[config.mk]
export PLATFORM = sky130hd
export DESIGN_NAME = i_fetch_flat
export DESIGN_NICKNAME = d
export VERILOG_FILES = /design/src/rtl/i_fetch_if.sv /design/src/rtl/i_fetch.sv /design/src/flat_wrapper.sv
export SDC_FILE = /design/constraint.sdc
export NUM_CORES = 1
export LEC_CHECK = 0
export CAP_MARGIN = 20
export CORE_UTILIZATION = 47
export DETAILED_ROUTE_END_ITERATION = 10
export GPL_TIMING_DRIVEN = 0
export PLACE_DENSITY = 0.85
export SETUP_SLACK_MARGIN = 0.1
export SYNTH_ARGS = -nofsm -noshare
export SYNTH_HDL_FRONTEND = slang
export SYNTH_SLANG_ARGS = --single-unit
[constraint.sdc]
create_clock -name clk -period 2 [get_ports clk]
set_clock_uncertainty 0.2 [all_clocks]
set_input_delay 0.3 -clock clk [delete_from_list [all_inputs] [get_ports clk]]
set_output_delay 0.3 -clock clk [all_outputs]
set_load 0.05 [all_outputs]
[src/rtl/i_fetch_if.sv]
// Instruction-memory request/response bus between the fetch stage (master) and imem (slave).
interface i_fetch_if;
  localparam int unsigned AW = 16;
  localparam int unsigned DW = 16;

  logic [AW-1:0] IMemAddr;
  logic          IMemRd;
  logic [DW-1:0] IMemData;
  logic          IMemDone;

  modport master (output IMemAddr, IMemRd, input IMemData, IMemDone);
  modport slave  (input IMemAddr, IMemRd, output IMemData, IMemDone);
endinterface

[src/rtl/i_fetch.sv]
// Instruction fetch stage: PC, variable-latency imem requests, one-entry skid, F/D register.
// Optional macro IFETCH_ALIGN_ERR_EN: a misaligned redirect raises sticky err and halts fetch.
module i_fetch #(
  parameter logic [15:0] RESET_PC = 16'h0000,
  parameter logic [15:0] NOP_INST = 16'h0800
) (
  input  logic        clk,
  input  logic        rst,
  input  logic        Stall_D,
  input  logic        DataMemStall,
  input  logic        Redirect_E,
  input  logic [15:0] Target_E,
  input  logic        Halt_D,
  i_fetch_if.master   imem,
  output logic [15:0] Inst_F,
  output logic [15:0] PCInc_F,
  output logic        Inst_F_Valid,
  output logic        Halted,
  output logic        err
);
  localparam int unsigned XW = 16;

  typedef enum logic [1:0] {REQ, BUF, DRAIN, HALTED} stateT;

  stateT         state, stateNxt;
  logic [XW-1:0] pc, pcNxt, pcPlus2;
  logic [XW-1:0] skidInst, skidInstNxt, skidPcInc, skidPcIncNxt;
  logic [XW-1:0] pendTarget, pendTargetNxt;
  logic          pendHalt, pendHaltNxt;
  logic [XW-1:0] instNxt, pcIncNxt;
  logic          validNxt, errNxt;
  logic          hold, redirEff, haltEff, misAlign, done;
  logic [XW-1:0] tgt;

  assign hold     = Stall_D | DataMemStall;
  assign redirEff = Redirect_E & ~DataMemStall;
  assign haltEff  = Halt_D & ~hold & ~Redirect_E;
  assign done     = imem.IMemDone;
  assign pcPlus2  = pc + XW'(2);
  assign imem.IMemAddr = pc;

`ifdef IFETCH_ALIGN_ERR_EN
  assign tgt      = Target_E;
  assign misAlign = Target_E[0];
`else
  assign tgt      = Target_E & 16'hFFFE;
  assign misAlign = 1'b0;
`endif

  // Next-state and F/D update; redirect beats halt beats normal flow.
  always_comb begin
    stateNxt      = state;
    pcNxt         = pc;
    skidInstNxt   = skidInst;
    skidPcIncNxt  = skidPcInc;
    pendTargetNxt = pendTarget;
    pendHaltNxt   = pendHalt;
    instNxt       = Inst_F;
    pcIncNxt      = PCInc_F;
    validNxt      = Inst_F_Valid;
    errNxt        = err;

    case (state)
      REQ: begin
        if (redirEff) begin
          validNxt = 1'b0;
          if (misAlign) begin
            errNxt = 1'b1;
            if (done) stateNxt = HALTED;
            else begin
              pendHaltNxt = 1'b1;
              stateNxt    = DRAIN;
            end
          end else if (done) begin
            pcNxt = tgt;
          end else begin
            pendTargetNxt = tgt;
            pendHaltNxt   = 1'b0;
            stateNxt      = DRAIN;
          end
        end else if (haltEff) begin
          validNxt = 1'b0;
          if (done) stateNxt = HALTED;
          else begin
            pendHaltNxt = 1'b1;
            stateNxt    = DRAIN;
          end
        end else if (done) begin
          pcNxt = pcPlus2;
          if (hold) begin
            skidInstNxt  = imem.IMemData;
            skidPcIncNxt = pcPlus2;
            stateNxt     = BUF;
          end else begin
            instNxt  = imem.IMemData;
            pcIncNxt = pcPlus2;
            validNxt = 1'b1;
          end
        end else if (!hold) begin
          validNxt = 1'b0;
        end
      end
      BUF: begin
        if (redirEff) begin
          validNxt = 1'b0;
          if (misAlign) begin
            errNxt   = 1'b1;
            stateNxt = HALTED;
          end else begin
            pcNxt    = tgt;
            stateNxt = REQ;
          end
        end else if (haltEff) begin
          validNxt = 1'b0;
          stateNxt = HALTED;
        end else if (!hold) begin
          instNxt  = skidInst;
          pcIncNxt = skidPcInc;
          validNxt = 1'b1;
          stateNxt = REQ;
        end
      end
      DRAIN: begin
        if (redirEff) begin
          validNxt    = 1'b0;
          pendHaltNxt = misAlign;
          if (misAlign) errNxt = 1'b1;
          else pendTargetNxt = tgt;
        end
        // Outstanding data is dropped; the pending action decides where to go.
        if (done) begin
          if (pendHaltNxt) stateNxt = HALTED;
          else begin
            pcNxt    = pendTargetNxt;
            stateNxt = REQ;
          end
          pendHaltNxt = 1'b0;
        end
      end
      HALTED: stateNxt = HALTED;
      default: stateNxt = REQ;
    endcase
  end

  always_ff @(posedge clk) begin
    if (rst) begin
      state        <= REQ;
      pc           <= RESET_PC;
      skidInst     <= '0;
      skidPcInc    <= '0;
      pendTarget   <= '0;
      pendHalt     <= 1'b0;
      Inst_F       <= NOP_INST;
      PCInc_F      <= '0;
      Inst_F_Valid <= 1'b0;
      Halted       <= 1'b0;
      err          <= 1'b0;
      imem.IMemRd  <= 1'b1;
    end else begin
      state        <= stateNxt;
      pc           <= pcNxt;
      skidInst     <= skidInstNxt;
      skidPcInc    <= skidPcIncNxt;
      pendTarget   <= pendTargetNxt;
      pendHalt     <= pendHaltNxt;
      Inst_F       <= validNxt ? instNxt : NOP_INST;
      PCInc_F      <= pcIncNxt;
      Inst_F_Valid <= validNxt;
      Halted       <= (stateNxt == HALTED);
      err          <= errNxt;
      imem.IMemRd  <= (stateNxt == REQ) || (stateNxt == DRAIN);
    end
  end
endmodule

[src/flat_wrapper.sv]
// flat-port wrapper written by rule: the top's interface ports become plain ports
module i_fetch_flat 
#(
  parameter logic [15:0] RESET_PC = 16'h0000,
  parameter logic [15:0] NOP_INST = 16'h0800
)
  (clk, rst, Stall_D, DataMemStall, Redirect_E, Target_E, Halt_D, Inst_F, PCInc_F, Inst_F_Valid, Halted, err, imem_IMemAddr, imem_IMemRd, imem_IMemData, imem_IMemDone);
  i_fetch_if imem_i ();
  input  logic clk;
  input  logic rst;
  input  logic Stall_D;
  input  logic DataMemStall;
  input  logic Redirect_E;
  input  logic [15:0] Target_E;
  input  logic Halt_D;
  output logic [15:0] Inst_F;
  output logic [15:0] PCInc_F;
  output logic Inst_F_Valid;
  output logic Halted;
  output logic err;
  output wire logic [$bits(imem_i.IMemAddr)-1:0] imem_IMemAddr;
  output wire logic [$bits(imem_i.IMemRd)-1:0] imem_IMemRd;
  input wire logic [$bits(imem_i.IMemData)-1:0] imem_IMemData;
  input wire logic [$bits(imem_i.IMemDone)-1:0] imem_IMemDone;
  assign imem_IMemAddr = imem_i.IMemAddr;
  assign imem_IMemRd = imem_i.IMemRd;
  assign imem_i.IMemData = imem_IMemData;
  assign imem_i.IMemDone = imem_IMemDone;
  i_fetch #(.RESET_PC(RESET_PC), .NOP_INST(NOP_INST)) u_core (.clk(clk), .rst(rst), .Stall_D(Stall_D), .DataMemStall(DataMemStall), .Redirect_E(Redirect_E), .Target_E(Target_E), .Halt_D(Halt_D), .imem(imem_i), .Inst_F(Inst_F), .PCInc_F(PCInc_F), .Inst_F_Valid(Inst_F_Valid), .Halted(Halted), .err(err));
endmodule
==> results of run 1 <==
cell families after synthesis:
group | after synthesis
other | 1
buffers and inverters | 63
flip-flops | 102
XOR/XNOR | 13
adder cells (fa/ha/maj) | 7
multiplexers | 20
AND/OR/NAND/NOR | 216
AO/OA/AOI/OAI | 185
Yosys cell counts (5+ instances only):
cell        n  area (um^2)
a211oi_1   30        225.2
dfxtp_1   102         2042
a21oi_1    55        275.3
nor2_1     62        232.7
a32oi_1     5        43.79
nand2_1   105        394.1
a22o_1     12        105.1
nor3_1     10        50.05
o22ai_1     8        50.05
a32o_1      9        90.09
nand3_1     6        30.03
a211o_1     7        61.31
o21ai_0    20        100.1
mux2i_1    20        200.2
o211ai_1    5        37.54
clkbuf_1   26        97.59
xnor2_1     9        78.83
buf_2      15        75.07
ha_1        6        75.07
inv_1      14        52.55
and3_1      5        31.28
path summary, 6_finish.rpt:
kind,cells past startpoint,end,from
max,9,u_core.imem.IMemAddr[0],u_core.state[1]
min,2,u_core.pendTarget[13],u_core.pendTarget[13]
max reg2reg,9,u_core.imem.IMemAddr[0],u_core.state[1]
min reg2reg,2,u_core.pendTarget[13],u_core.pendTarget[13]
state kept, by name, summed over array words and instances (netlist names):
signal and flops:
u_core.Inst_F_Valid 1, u_core.Halted 1, u_core.imem.IMemRd 1, u_core.Inst_F 16, u_core.PCInc_F 16, u_core.imem.IMemAddr 16, u_core.pendTarget 16, u_core.skidPcInc 16
u_core.pendHalt 1, u_core.state 2, u_core.skidInst 16
power by group through the flow:
stage | clock [mW] | combinational (mW) | sequential [mW]
after detailed placement | 0 | 3.54 | 2.69
after CTS | 1.37 | 4.90 | 2.63
after global placement | 0 | 3.47 | 2.68
final | 1.39 | 5.76 | 2.72
after global routing | 1.46 | 5.97 | 2.74
after floorplan | 0 | 2.14 | 3.02
metrics by stage:
stage / worst slack, ps / instance area, um^2 / instances / util [%] / hold WS, ps
CTS: -106.0 / 7323 / 890 / 71.26 / 258.7
detailed placement: -795.2 / 6135 / 831 / 59.69 / 247.5
finish: -148.4 / 7906 / 908 / 76.93 / 262.6
global placement: -827.3 / 6135 / 831 / 59.69 / 237.2
global route: -199.1 / 7906 / 908 / 76.93 / 273.1
floorplan: 71.79 / 5084 / 607 / - / 172.2
cell type report:
| class | count | area [um^2] |
|---|---|---|
| tap | 136 | 170.2 |
| sequential | 102 | 2086 |
| inverter | 14 | 65.06 |
| timing repair buffer | 153 | 1465 |
| fill | 633 | 2371 |
| clock inverter | 6 | 53.80 |
| buffer | 45 | 441.7 |
| clock buffer | 10 | 148.9 |
| multi-input combinational | 442 | 3476 |
worst register-to-register path, stage by stage, from the launching register on:
cell,delay [ps]
dfxtp_4,410
inv_4,60
buf_6,110
ha_4,180
a211oi_4,230
and3b_1,240
buf_6,170
buf_8,140
nand4_1,130
a21oi_1,190
metal layers:
metal  global-route usage [%]  share of wire, %  up-vias
li1                         -                 -     2496
met1                    38.36                37     2720
met2                    56.15                47      467
met3                    7.519               9.6      153
met4                    15.20               6.3        0
met5                        0                 0        -
timing repair:
action,4_1_cts,5_1_grt
gates cloned,3,2
endpoints found under the setup margin,153,103
buffers inserted,42,19
gates resized for setup,225,128
pin swaps,57,46
==> summary.txt, run 1 <==
Floorplan
  – Io pins: 91
  – Die Ht: 104.5 um
  – Die Wd: 104.5 um
  – Initial core utilization: 48.05%
  – Die Area: 10920 um^2
  – Rows: 37
  – CORE AREA: 10280 um^2

Worst setup path
  – Crit-path max FO: 6
  – Largest delay contributor family on the critical path: buffers and inverters
  – CP Data Arrival Time: 2250 ps
  – Setup crit end kind: flip-flop
  – CP max stage cell: dfxtp_4
  – CP peak stage delay: 410 ps
  – Cells along the critical path: inv_4 -> buf_6 -> ha_4 -> a211oi_4 -> and3b_1 -> buf_6 -> buf_8 -> nand4_1 -> a21oi_1
  – Crit start category: flip-flop
  – Cell mode on critical path: buf_6
  – CP required: 2100 ps
  – Setup slack, reg-to-reg: -150 ps
  – CP Class: reg2reg
  – Buf/Inv on CP: 4

Status
  – Violated checks: negative setup slack
  – Status: complete, but fails checks

STA
  – Slew Viols, Final: 0
  – Fin crit share: 107.4%
  – Final Hold Vio Count: 0
  – Slew of the pin with the lowest slew margin: 732.0 ps
  – Worst slew margin: 50.85%
  – Min Tclk post-route: 2148 ps
  – RSZ-0062 raised after global routing: true
  – Post-route setup slack: -148.4 ps
  – Setup_tns: -1862 ps
  – FMAX: 465.5 MHz
  – Final setup viols: 27

Finish
  – Commonest non-fill, non-tap cell in the layout: nand2_1
  – Most frequent cells in the layout: nand2_1 (92), dfxtp_1 (87), dlygate4sd2_1 (48)
  – Ant diodes: 0
  – Synthesis-to-layout area growth: 60.10%
  – Ratio of cells with drive above 1 in the final layout: 37.31%
  – Nets@finish: 812

Routing
  – Pre-antenna DRT Iters: 7
  – DRC: 0
  – Via Count: 5836
  – Initial DRC count: 551
  – Via-per-instance ratio: 6.427
  – Routed WL: 20.95 mm
  – WL per Instance: 23.08 um
  – Routed Antenna Nets: 0

Power
  – Flop pwr share: 27.6%
  – Internal Power: 5.371 mW
  – Power Total: 9.880 mW
  – Switch Pwr: 4.509 mW
  – Pleak: 3.066 nW
  – Peak VDD IR: 0.7010 mV
  – Pwr dens: 1250 nW/um^2
  – Switch share: 45.63%
  – Clock power frac: 14.1%
  – Logic pwr share: 58.3%

Yosys
  – Yosys cell types: 60
  – Largest family of logic cells by synthesized area: compound AO/OA/AOI/OAI gates
  – Post-synth net total: 652
  – Synthesized area per cell: 8.136 um^2
  – Synth Cell Area: 4938 um^2
  – XOR/XNOR Fraction of Synth Area: 2.306%
  – Sequential fraction of the synthesis area: 41.35%
  – Yosys reg bits: 102
  – Multiplexer share of the synthesized area: 4.054%
  – Number of flops mapped to enable cells by yosys: 0
  – Ys async rst share: 0%
  – Synth Area in Simple Gates: 19.03%
  – Synth Area in Compound Gates: 25.77%
  – Yosys warnings: 0
  – Synth Area in Adders: 1.723%
  – Synth Instances: 607
  – Most used DFF post-synth: dfxtp_1

Place
  – GPL Wtd Cong: 0.8986
  – Number of port buffers: 88
  – Detail Placement HPWL: 11.02 mm

Clock network
  – CTS tree: yes
  – Skew-Pair Late Insertion Delay: 380 ps
  – Clk sinks: 102
  – Htree depth: 3
  – Clock root cell: clkbuf_8
  – # hold bufs at CTS: 0
  – Clk buf depth: 2
  – Reg clk slew, reported paths: 110 ps
  – Total CTS buffers: 9

GRT
  – Global-route wire length before repair: 28.00 mm
  – Vias in the first global route: 5412
  – Initial antenna violation count: 0
  – Gr usage total: 32.68%
  – Pin count of the biggest net entering global routing: 20
  – Gr ovfl total: 0

Job
  – MaxCap Viol Count: 0

Min path
  – Worst min-delay path class: reg2reg
Power figures use the tool's default switching activity.
==> run 2, diff against run 1 <==
--- a/config.mk
+++ b/config.mk
@@ -8,7 +8,6 @@
 export CAP_MARGIN = 20
 export CORE_UTILIZATION = 47
 export DETAILED_ROUTE_END_ITERATION = 10
-export GPL_TIMING_DRIVEN = 0
 export PLACE_DENSITY = 0.85
 export SETUP_SLACK_MARGIN = 0.1
 export SYNTH_ARGS = -nofsm -noshare
==> run 2 against run 1 <==
  * The run still ends with negative setup slack left
  * Cell area shrank 6.6%
  * Sequential power shrank 1%
  * Register-to-register slack gained 50 ps
  * Sequential share of layout area grew 1.9 points
  * Critical path type unchanged
==> summary.txt, run 2 (synthesized netlist as in run 1, its figures left out) <==
Min path
  – Worst min-delay path class: in2reg
  – Hold Startpoint: rst

Clock network
  – Skew-Pair Late Insertion Delay: 390 ps (about the same)
  – Total CTS buffers: 9 (unchanged)
  – Clk sinks: 102 (unchanged)
  – CTS tree: yes
  – Reg clk slew, reported paths: 110 ps (about the same)
  – Htree depth: 3 (unchanged)
  – Clock root cell: clkbuf_8
  – Clk buf depth: 2 (unchanged)

Routing
  – Initial DRC count: 400 (-27%)
  – Pre-antenna DRT Iters: 5 (-2)
  – Via Count: 5489 (-5.9%)
  – Routed Antenna Nets: 0 (unchanged)
  – WL per Instance: 19.84 um (-14%)
  – Via-per-instance ratio: 6.119 (-4.8%)
  – Routed WL: 17.80 mm (-15%)
  – DRC: 0 (unchanged)

STA
  – Post-route setup slack: -103.4 ps (+45.03 ps)
  – Hold_ws: 144.9 ps (-117.7 ps)
  – Final setup viols: 38 (+41%)
  – Slew of the pin with the lowest slew margin: 643.6 ps (-88.46 ps)
  – Fin crit share: 105.2% (-2.3 points)
  – Final Hold Vio Count: 0 (unchanged)
  – FMAX: 475.4 MHz (+2.1%)
  – Worst slew margin: 56.79% (+5.9 points)
  – RSZ-0062 raised after global routing: true
  – Slew Viols, Final: 0 (unchanged)
  – Min Tclk post-route: 2103 ps (-45.03 ps)

Worst setup path
  – CP Data Arrival Time: 2190 ps (-60 ps)
  – CP Launch Point: u_core.state[1]
  – Crit start category: flip-flop
  – Crit-path max FO: 8 (+2)
  – Worst reg2reg path startpoint: u_core.state[1]
  – Setup crit end kind: flip-flop
  – CP required: 2090 ps (about the same)
  – CP Class: reg2reg

Finish
  – Ant diodes: 0 (unchanged)
  – Fillcell total: 703 (+11%)
  – Post-route design area: 7385 um^2 (-6.6%)
  – Synthesis-to-layout area growth: 49.53%
  – Nets@finish: 801 (-1.4%)
  – Ratio of cells with drive above 1 in the final layout: 31.41% (-5.9 points)
  – Most frequent cells in the layout: nand2_1 (104), buf_4 (104), dfxtp_1 (87)
  – Final non-filler cell total: 897 (-1.2%)

Floorplan
  – Initial core utilization: 48.05% (unchanged)
  – Die Ht: 104.5 um (unchanged)
  – Rows: 37 (unchanged)
  – Io pins: 91 (unchanged)
  – Die Area: 10920 um^2 (unchanged)
  – CORE AREA: 10280 um^2 (unchanged)
  – Die Wd: 104.5 um (unchanged)

Status
  – Status: complete, but fails checks
  – Violated checks: negative setup slack

Job
  – MaxCap Viol Count: 0 (unchanged)

GRT
  – Gr ovfl total: 0 (unchanged)
  – Pin count of the biggest net entering global routing: 76 (+280%)
  – Initial antenna violation count: 0 (unchanged)
  – Gr usage total: 29.14% (-3.5 points)
  – Vias in the first global route: 5126 (-5.3%)
  – Global-route wire length before repair: 25.47 mm (-9.0%)

Place
  – Number of port buffers: 88 (unchanged)
  – Area after DPL: 6300 um^2 (+2.7%)
  – GPL Wtd Cong: 0.9632 (+7.2%)
  – Detail Placement HPWL: 10.08 mm (-8.5%)
  – Inst Count DP: 843 (+1.4%)

Power
  – Power Total: 8.965 mW (-9.3%)
  – Peak VDD IR: 1.020 mV (+45%)
  – Pleak: 2.832 nW (-7.6%)
  – Pwr dens: 1214 nW/um^2 (-2.8%)
==> run 2: per-stage QoR <==
stage	worst slack (ps)	TNS, ps	util, %
global placement	-410.1	-26550	61.30
floorplan	71.79	0	-
global route	-153.6	-4597	71.85
finish	-103.4	-1794	71.85
detailed placement	-475.0	-29950	61.30
CTS	1.493	0	67.23
==> run 2: area by class of cell <==
class / count / area [um^2] / area share (%)
tap: 136 / 170.2 / 2.304
timing repair buffer: 187 / 1759 / 23.82
sequential: 102 / 2088 / 28.28
clock inverter: 7 / 86.33 / 1.169
multi-input combinational: 442 / 3097 / 41.93
clock buffer: 9 / 123.9 / 1.677
inverter: 14 / 60.06 / 0.8133
==> run 2: worst max-delay path, cell delays in order (launching register included) <==
cell,delay (ps)
dfxtp_4,400
inv_6,40
buf_4,140
ha_4,220
a211oi_2,230
and3b_2,290
buf_6,130
o21ai_0,100
a32o_1,240
==> run 2: where the power goes <==
group | internal [mW] | leakage, nW | switching [mW]
combinational | 2.12 | 1.89 | 2.80
clock | 0.502 | 0.104 | 0.865
sequential | 2.36 | 0.839 | 0.316
==> run 2: what timing repair did <==
item                                   4_1_cts  5_1_grt
setup buffers                               19       12
hold buffers                                 0        0
endpoints found under the hold margin        0        0
resized for setup                           70       67
cloned                                       4        3
setup endpoints to repair                   85       78
pin swaps                                   21       36
==> run 2: worst paths after layout <==
check,to,slack [ps],cells after the start
hold reg to reg,u_core.PCInc_F[8],260,2
setup / recovery,u_core.imem.IMemAddr[7],-100,8
setup reg to reg,u_core.imem.IMemAddr[7],-100,8
hold / removal,u_core.PCInc_F[10],140,3
==> run 2: layer usage <==
metal	wire length [um]	share of wire, %	vias to the layer above	track usage [%]
met3	1480	8.3	74	4.762
met2	8839	50	336	49.76
met5	0	0	-	0
li1	-	-	2463	-
met1	6740	38	2616	35.79
met4	737	4.1	0	13.37
